### src/rtl/serializer_frame_tx_pkg.sv
// Shared definitions for the framed serial transmitter: state encoding,
// idle line level and frame length helper.
package serializer_frame_tx_pkg;

   typedef enum logic [2:0] {
      IDLE   = 3'd0,
      START  = 3'd1,
      DATA   = 3'd2,
      PARITY = 3'd3,
      STOP   = 3'd4
   } tx_state_t;

   localparam logic IDLE_LEVEL = 1'b1;

   // Cycles per frame: start + data bits + optional parity + stop.
   function automatic int frame_len(input int data_width, input int parity_en);
      return 2 + data_width + parity_en;
   endfunction

endpackage

### src/rtl/serializer_frame_tx_if.sv
// Valid/ready word handshake feeding the framed serial transmitter.
interface serializer_frame_tx_if #(
   parameter int DATA_WIDTH = 8
) ();

   logic [DATA_WIDTH-1:0] data_in;
   logic                  data_valid;
   logic                  data_ready;

   modport master (
      output data_in,
      output data_valid,
      input  data_ready
   );

   modport slave (
      input  data_in,
      input  data_valid,
      output data_ready
   );

endinterface

### src/rtl/serializer_frame_tx.sv
// Parallel-to-serial transmitter: start bit, data LSB-first, optional parity,
// stop bit, one bit per clock. All outputs are registered.
module serializer_frame_tx
   import serializer_frame_tx_pkg::*;
#(
   parameter int DATA_WIDTH    = 8,
   parameter int Counter_Width = 3,
   parameter bit PARITY_EN     = 1'b1,
   parameter bit PARITY_ODD    = 1'b0
) (
   input  logic                  clock_in,
   input  logic                  reset_n,
   serializer_frame_tx_if.slave  tx,
   output logic                  serial_out,
   output logic                  busy,
   output logic                  frame_done
);

   localparam logic [Counter_Width-1:0] LAST_BIT = Counter_Width'(DATA_WIDTH - 1);

   tx_state_t               state, state_nx;
   logic [Counter_Width-1:0] count, count_nx;
   logic [DATA_WIDTH-1:0]    shift_reg, shift_nx;
   logic                     parity_q, parity_nx;
   logic                     data_ready_q, data_ready_nx;
   logic                     serial_nx, busy_nx, done_nx;
   logic                     accept;

   assign tx.data_ready = data_ready_q;

   always_ff @(posedge clock_in or negedge reset_n) begin
      if (!reset_n) begin
         state        <= IDLE;
         count        <= '0;
         shift_reg    <= '0;
         parity_q     <= 1'b0;
         data_ready_q <= 1'b0;
         serial_out   <= IDLE_LEVEL;
         busy         <= 1'b0;
         frame_done   <= 1'b0;
      end else begin
         state        <= state_nx;
         count        <= count_nx;
         shift_reg    <= shift_nx;
         parity_q     <= parity_nx;
         data_ready_q <= data_ready_nx;
         serial_out   <= serial_nx;
         busy         <= busy_nx;
         frame_done   <= done_nx;
      end
   end

   // Outputs are decoded from the state being entered so they line up with
   // it after the register; shift_reg[0] is the bit on the line during DATA.
   always_comb begin
      state_nx      = state;
      count_nx      = count;
      shift_nx      = shift_reg;
      parity_nx     = parity_q;
      serial_nx     = IDLE_LEVEL;
      busy_nx       = 1'b1;
      done_nx       = 1'b0;
      data_ready_nx = 1'b0;
      accept        = tx.data_valid & data_ready_q;

      case (state)
         IDLE, STOP: begin
            if (accept) begin
               state_nx  = START;
               shift_nx  = tx.data_in;
               parity_nx = (^tx.data_in) ^ PARITY_ODD;
            end else begin
               state_nx  = IDLE;
            end
         end
         START: begin
            state_nx = DATA;
            count_nx = '0;
         end
         DATA: begin
            shift_nx = shift_reg >> 1;
            if (count == LAST_BIT) begin
               count_nx = '0;
               state_nx = PARITY_EN ? PARITY : STOP;
            end else begin
               count_nx = count + 1'b1;
            end
         end
         PARITY: state_nx = STOP;
         default: state_nx = IDLE;
      endcase

      case (state_nx)
         IDLE: begin
            busy_nx       = 1'b0;
            data_ready_nx = 1'b1;
         end
         START:  serial_nx = 1'b0;
         DATA:   serial_nx = shift_nx[0];
         PARITY: serial_nx = parity_nx;
         STOP: begin
            done_nx       = 1'b1;
            data_ready_nx = 1'b1;
         end
         default: busy_nx = 1'b0;
      endcase
   end

endmodule

### src/flat_wrapper.sv
// flat-port wrapper written by rule: the top's interface ports become plain ports
module serializer_frame_tx_flat import serializer_frame_tx_pkg::*;
#(
   parameter int DATA_WIDTH    = 8,
   parameter int Counter_Width = 3,
   parameter bit PARITY_EN     = 1'b1,
   parameter bit PARITY_ODD    = 1'b0
)
  (clock_in, reset_n, serial_out, busy, frame_done, tx_data_in, tx_data_valid, tx_data_ready);
  serializer_frame_tx_if #(.DATA_WIDTH(DATA_WIDTH)) tx_i ();
  input  logic clock_in;
  input  logic reset_n;
  output logic serial_out;
  output logic busy;
  output logic frame_done;
  input wire logic [$bits(tx_i.data_in)-1:0] tx_data_in;
  input wire logic [$bits(tx_i.data_valid)-1:0] tx_data_valid;
  output wire logic [$bits(tx_i.data_ready)-1:0] tx_data_ready;
  assign tx_i.data_in = tx_data_in;
  assign tx_i.data_valid = tx_data_valid;
  assign tx_data_ready = tx_i.data_ready;
  serializer_frame_tx #(.DATA_WIDTH(DATA_WIDTH), .Counter_Width(Counter_Width), .PARITY_EN(PARITY_EN), .PARITY_ODD(PARITY_ODD)) u_core (.clock_in(clock_in), .reset_n(reset_n), .tx(tx_i), .serial_out(serial_out), .busy(busy), .frame_done(frame_done));
endmodule
### config.mk
export PLATFORM = sky130hd
export DESIGN_NAME = serializer_frame_tx_flat
export DESIGN_NICKNAME = d
export VERILOG_FILES = /design/src/rtl/serializer_frame_tx_pkg.sv /design/src/rtl/serializer_frame_tx_if.sv /design/src/rtl/serializer_frame_tx.sv /design/src/flat_wrapper.sv
export SDC_FILE = /design/constraint.sdc
export NUM_CORES = 1
export LEC_CHECK = 0
export CAP_MARGIN = 30
export CORE_MARGIN = 2
export CORE_UTILIZATION = 50
export DETAILED_ROUTE_END_ITERATION = 6
export GPL_TIMING_DRIVEN = 0
export PLACE_DENSITY = 0.75
export SLEW_MARGIN = 20
export SYNTH_ARGS = -nofsm -noshare
export SYNTH_HDL_FRONTEND = slang
export SYNTH_SLANG_ARGS = --single-unit
### constraint.sdc
create_clock -name clock_in -period 1.6 [get_ports clock_in]
set_input_delay 0.24 -clock clock_in [delete_from_list [all_inputs] [get_ports clock_in]]
set_output_delay 0.24 -clock clock_in [all_outputs]
set_load 0.005 [all_outputs]
# Word level (Yosys, flattened, before mapping)
# Cells that the tools add are included.
[totals]
ff_bits = 19
in_bits = 11
output_inout_bits = 4
wordCells = 43
[op_classes]
addsub = 1
n_eq_ne = 10
muxes = 13
bitwise_logic = 1
n_reduce_logical = 9
[op_table]
columns = ["operator", "n"]
rows = [
  ["$pmux 8 s2", 1],
  ["$eq 3x2->1 const B", 4],
  ["$pmux 3 s4", 1],
  ["$eq 3x3->1 const B", 3],
  ["$mux 8", 1],
  ["$reduce_xor 8->1", 1],
  ["$eq 3x1->1 const B", 2],
  ["$logic_not 3->1", 2],
  ["$mux 1", 6],
  ["$mux 3", 2],
  ["$pmux 3 s2", 1],
  ["$reduce_bool 2->1", 2],
  ["$reduce_or 2->1", 2],
  ["$reduce_or 4->1", 1],
  ["$add 3x1->3 const B", 1],
  ["$pmux 1 s3", 1],
  ["$ne 2x1->1 const B", 1],
  ["$reduce_and 2->1", 1],
  ["$and 1x1->1", 1],
]

# Depth between registers and ports, before layout
[depth]
ltp_word = 6
mapped_depth = 6
depth_no_buf = 6

# Least setup slack after synthesis
# Ideal clock, no wire load.
[synth_timing]
path_type = "reg-to-reg"
start = "register u_core.state[0]"
end = "register u_core.busy"
setup_ns = 0.131
t_arrival_ns = 1.093
setup_slack_ns = 0.376
stages_incl_launch_ff = 5
path_buffers = 0
synth_period_minus_slack_ns = 1.224
path_cell_list = "dfrtp_1 > xor2_1 > nand2b_1 > inv_2 > or3_1"
[synth_via]
elab_chain_len = 6
elab_cells_between_ends = 14
classes_between = "eq/ne (8); mux (3); reduce/logical (3)"
[synth_rtl]
columns = ["element", "line", "source"]
rows = [
  ["from (decl)", "serializer_frame_tx.sv:21", "tx_state_t state, state_nx;"],
  ["from (signal assigned)", "serializer_frame_tx.sv:42", "state <= state_nx;"],
  ["$eq 3x3->1 or $logic_not 3->1 (tied branches)", "serializer_frame_tx.sv:66", "case (state)"],
  ["$reduce_or 2->1", "serializer_frame_tx.sv:66", ""],
  ["$pmux 3 s4 *", "serializer_frame_tx.sv:66", ""],
  ["named net u_core.state_nx[1]", "serializer_frame_tx.sv:21", ""],
  ["$eq 3x1->1 (tied with other cells)", "serializer_frame_tx.sv:93", "case (state_nx)"],
  ["$reduce_or 4->1 (no line) *", "--", ""],
  ["$mux 1 *", "serializer_frame_tx.sv:93", ""],
  ["named net u_core.busy_nx", "serializer_frame_tx.sv:26", "logic serial_nx, busy_nx, done_nx;"],
  ["to (signal assigned)", "serializer_frame_tx.sv:48", "busy <= busy_nx;"],
  ["to (decl)", "serializer_frame_tx.sv:15", "output logic busy,"],
]
# The timed path passes the listed nets; every way through them passes the cells marked *.
# A chain may end at the register's enable or synchronous reset.

# Worst setup path in the final report
[layout_timing]
start = "register u_core.serial_out"
end = "output serial_out"
[layout_rtl]
columns = ["element", "line", "source"]
rows = [
  ["from (decl)", "serializer_frame_tx.sv:14", "output logic serial_out,"],
  ["from (signal assigned)", "serializer_frame_tx.sv:47", "serial_out <= serial_nx;"],
  ["to (decl)", "flat_wrapper.sv:13", "output logic serial_out;"],
]
# No word-level cell between the ends.

==> key figures <==
Worst setup path
  – R2r worst-path depth: 3
  – Slowest cell delay on critical path: between 0.5 and 0.6 ns
  – Flop-to-flop setup slack: ~0.19 ns
  – CP Launch Type: register
  – Crit path max-delay family: flip-flops
  – CP endpoint kind: primary output
  – Data required time at the worst endpoint: 1.36 ns
  – Cell breakdown of the critical path: clkdlybuf4s50_1
  – Critical path's slowest cell: dfstp_2
  – Worst setup path category: register to primary output
  – Worst Path Buf+Inv: 1
  – End of the worst register-to-register path: u_core.shift_reg[3]$_DFFE_PN0P_
  – Maximum fanout count along the critical path: 1
  – Critical Path AT: 1.30 ns
  – Source of the worst register-to-register timing path: u_core.state[0]$_DFF_PN0_

Power and ir drop
  – Switching part of the total: 34.7%
  – Worst voltage drop across the vdd grid: 0.998 mV
  – Share of power burned in the clock network: 12.7%
  – Part of the total power dissipated in sequential elements: 42.6%
  – Static power due to leakage: 0.530 nW
  – Internal power component: between 0.001 and 0.0015 W
  – Power dissipated by switching net loads: 0.000675 W
  – Power share of the combinational group: roughly 45%
  – Ratio of total power to cell area: 1830 mW/mm²

STA
  – Setup violation total in the final timing report: 0
  – Worst relative slew slack: ~68%
  – Post-Route Skew: 0.0206 ns
  – Fmax: 650 MHz
  – Tightest hold margin: 0.224 ns
  – Slew Limit Fails: 0
  – Final worst setup slack: between 0.06 and 0.07 ns
  – Slew at the pin closest to its max-slew limit: 0.470 ns
  – Period minus WS final: 1.54 ns
  – Setup repair after global routing missed its margin: no
  – Final clock period utilization by the worst path: 96.1%
  – Final hold violation count: 0

Clocking
  – Maximum level of the CTS H-tree: 1
  – Clock root buffer master: clkbuf_4
  – Clock tree from TritonCTS: built
  – # Post-CTS Setup Buffers: 0
  – Bufs on Longest Clock Path: 2
  – Clock Latency Late Sink: 0.31 ns
  – TritonCTS buffer count: 3
  – Clk pin slew, worst setup/hold paths: between 0.1 and 0.15 ns
  – Resized Gates After CTS: 0
  – Number of sinks driven by the clock tree: 19
  – Hold buffer count at CTS: 0

Yosys
  – Syn Area/Cell: about 13 µm²
  – Post-synth cell types: 20
  – Netlist area before placement: approximately 860 µm²
  – Gate count of the mapped netlist: 67
  – Top cell type by total area after synthesis: dfrtp_1
  – Mapped Nets: 80
  – Cell types occupying the most area after synthesis: dfrtp_1 52%, a22o_1 11%, xnor2_1 7.1%, a21o_1 7.0%, dfstp_2 3.0%
  – Number of warning messages in the yosys log: 0
  – Share of the synthesized area in the top cell type: 52.2%
  – Post-synthesis sequential element count: 19
  – Sequential share of the synthesized area: 55.2%

Detailed routing
  – Drt initial violations: 3
  – DRC Markers: 0
  – Via density per instance: 5.50
  – Remaining antenna violation count after routing: 0
  – Wire length per cell: 14.3 µm
  – Pre-Repair DR Iteration Count: 4
  – Wire length reported by the detailed router: 1.47 mm
  – Total via count in the routed design: roughly 570

GRT
  – Initial antenna violation count: 0
  – Largest net degree at the start of global routing: 20
  – Global route overflow: 0
  – Global-route wire length before repair: between 2 and 2.5 mm
  – Overall Global Routing Usage: 17.3%
  – Via count of the first global-routing pass: 549

Die
  – I/O pin cnt: 15
  – Num rows: 15
  – Placeable core area: 0.00167 mm²
  – Effective utilization at floorplan: 51.7%
  – Die outline area: roughly 0.0021 mm²
  – Die span in x: 45.6 µm
  – Height of the die: 45.6 µm

Cells and area
  – Number of filler cells placed in the layout: 143
  – Antenna cells: 0
  – Final-stage net count: 100
  – P&R area growth vs syn: 23.2%
  – Flip-flop count of the largest register, all copies and words added: 8
  – Layout cells sized above 1: between 10% and 20%
  – Final Instance Count excl. Fillers: 103

Place
  – Placed cell count: 98
  – Final GP Congestion: 0.731
  – DPL Wire Length: around 1.1 mm
  – Worst Setup Slack post-DPL: -0.0462 ns
  – Port-buffer cells: 14

Hold path
  – Worst min-delay path category: input port to async pin

Flow run
  – Count of max-cap constraint violations: 0

Run status
  – Result of the run: completed
-- layer usage --
metal	track usage, %	routed length (µm)	vias to the layer above	share of wire [%]
met1	22.0	679	274	46
met2	26.8	715	11	49
met3	4.76	52	4	3.5
met4	8.82	21	0	1.4
li1	-	-	278	-
met5	0	0	-	0
-- layout by cell type, fill, tap and decap left out, drive strengths merged --
master | synthesis | layout
inv | 1 | 1
dfstp | 1 | 1
or3 | 1 | 1
dfrtp | 18 | 18
mux2i | 1 | 1
clkinv | 0 | 1
o21ai | 1 | 1
clkdlybuf4s50 | 0 | 14
clkbuf | 0 | 3
nand2b | 1 | 1
nor2 | 4 | 4
buf | 2 | 3
nor3 | 1 | 1
a21oi | 2 | 2
ha | 2 | 2
nand2 | 2 | 2
a22o | 11 | 11
xor2 | 1 | 1
and3b | 2 | 2
a21o | 8 | 8
nor3b | 1 | 1
xnor2 | 7 | 7
-- worst max-delay path by stage --
stage,startpoint,cells past startpoint,slack [ns],endpoint
after floorplan,u_core.state[0]$_DFF_PN0_,4,0.38,u_core.busy$_DFF_PN0_
after global placement,tx_data_valid,5,-0.003,u_core.shift_reg[3]$_DFFE_PN0P_
after detailed placement,tx_data_valid,5,-0.05,u_core.shift_reg[7]$_DFFE_PN0P_
after CTS,u_core.serial_out$_DFF_PN1_,1,0.05,serial_out
after global routing,u_core.serial_out$_DFF_PN1_,1,0.01,serial_out
final,u_core.serial_out$_DFF_PN1_,1,0.06,serial_out
-- synth_stat cells --
cell type,n
nand2b_1,1
nor2_1,3
and3b_1,2
a22o_1,11
ha_1,2
xnor2_1,7
inv_2,1
mux2i_1,1
dfstp_2,1
o21ai_1,1
nor2_2,1
nor3_2,1
dfrtp_1,18
or3_1,1
buf_6,2
nor3b_4,1
xor2_1,1
a21o_1,8
a21oi_1,2
nand2_1,2
-- power groups by stage --
stage          Clock [W]  Combinational (W)  Sequential (W)
3_5_place_dp           0           0.000881        0.000842
5_1_grt         0.000279           0.000980        0.000851
6_report        0.000248           0.000869        0.000830
2_1_floorplan          0           0.000629        0.000822
4_1_cts         0.000246           0.000884        0.000832
3_3_place_gp           0           0.000852        0.000835
-- kinds of logic after synthesis --
group	Yosys count	synth area share [%]
muxes	1	1.16
and+or+nand+nor	12	9.71
AOI/OAI and AO/OA	22	19.9
DFF	19	55.2
adders and majority gates	2	2.90
xor gates and xnor gates	8	8.12
buffers and inverters	3	3.04
-- stage by stage --
step	util (%)	total power, W	TNS [ns]	cell area [µm²]
6_report	63.7	0.00195	0	1060
5_1_grt	63.7	0.00211	0	1060
4_1_cts	63.0	0.00196	0	1050
3_5_place_dp	61.3	0.00172	-0.298	1020
3_3_place_gp	61.3	0.00169	-0.0108	1020
2_1_floorplan	-	0.00145	0	863
-- area by class of cell --
class	instances	area [µm²]	share of cell area, %
Multi-Input combinational cell	45	360	33.9
Timing Repair Buffer	15	151	14.2
Tap cell	17	21.3	2.00
Inverter	1	3.75	0.353
Clock inverter	1	5.00	0.471
Sequential cell	19	477	44.8
Clock buffer	3	22.5	2.12
Buffer	2	22.5	2.12
Power figures use the tool's default switching activity.
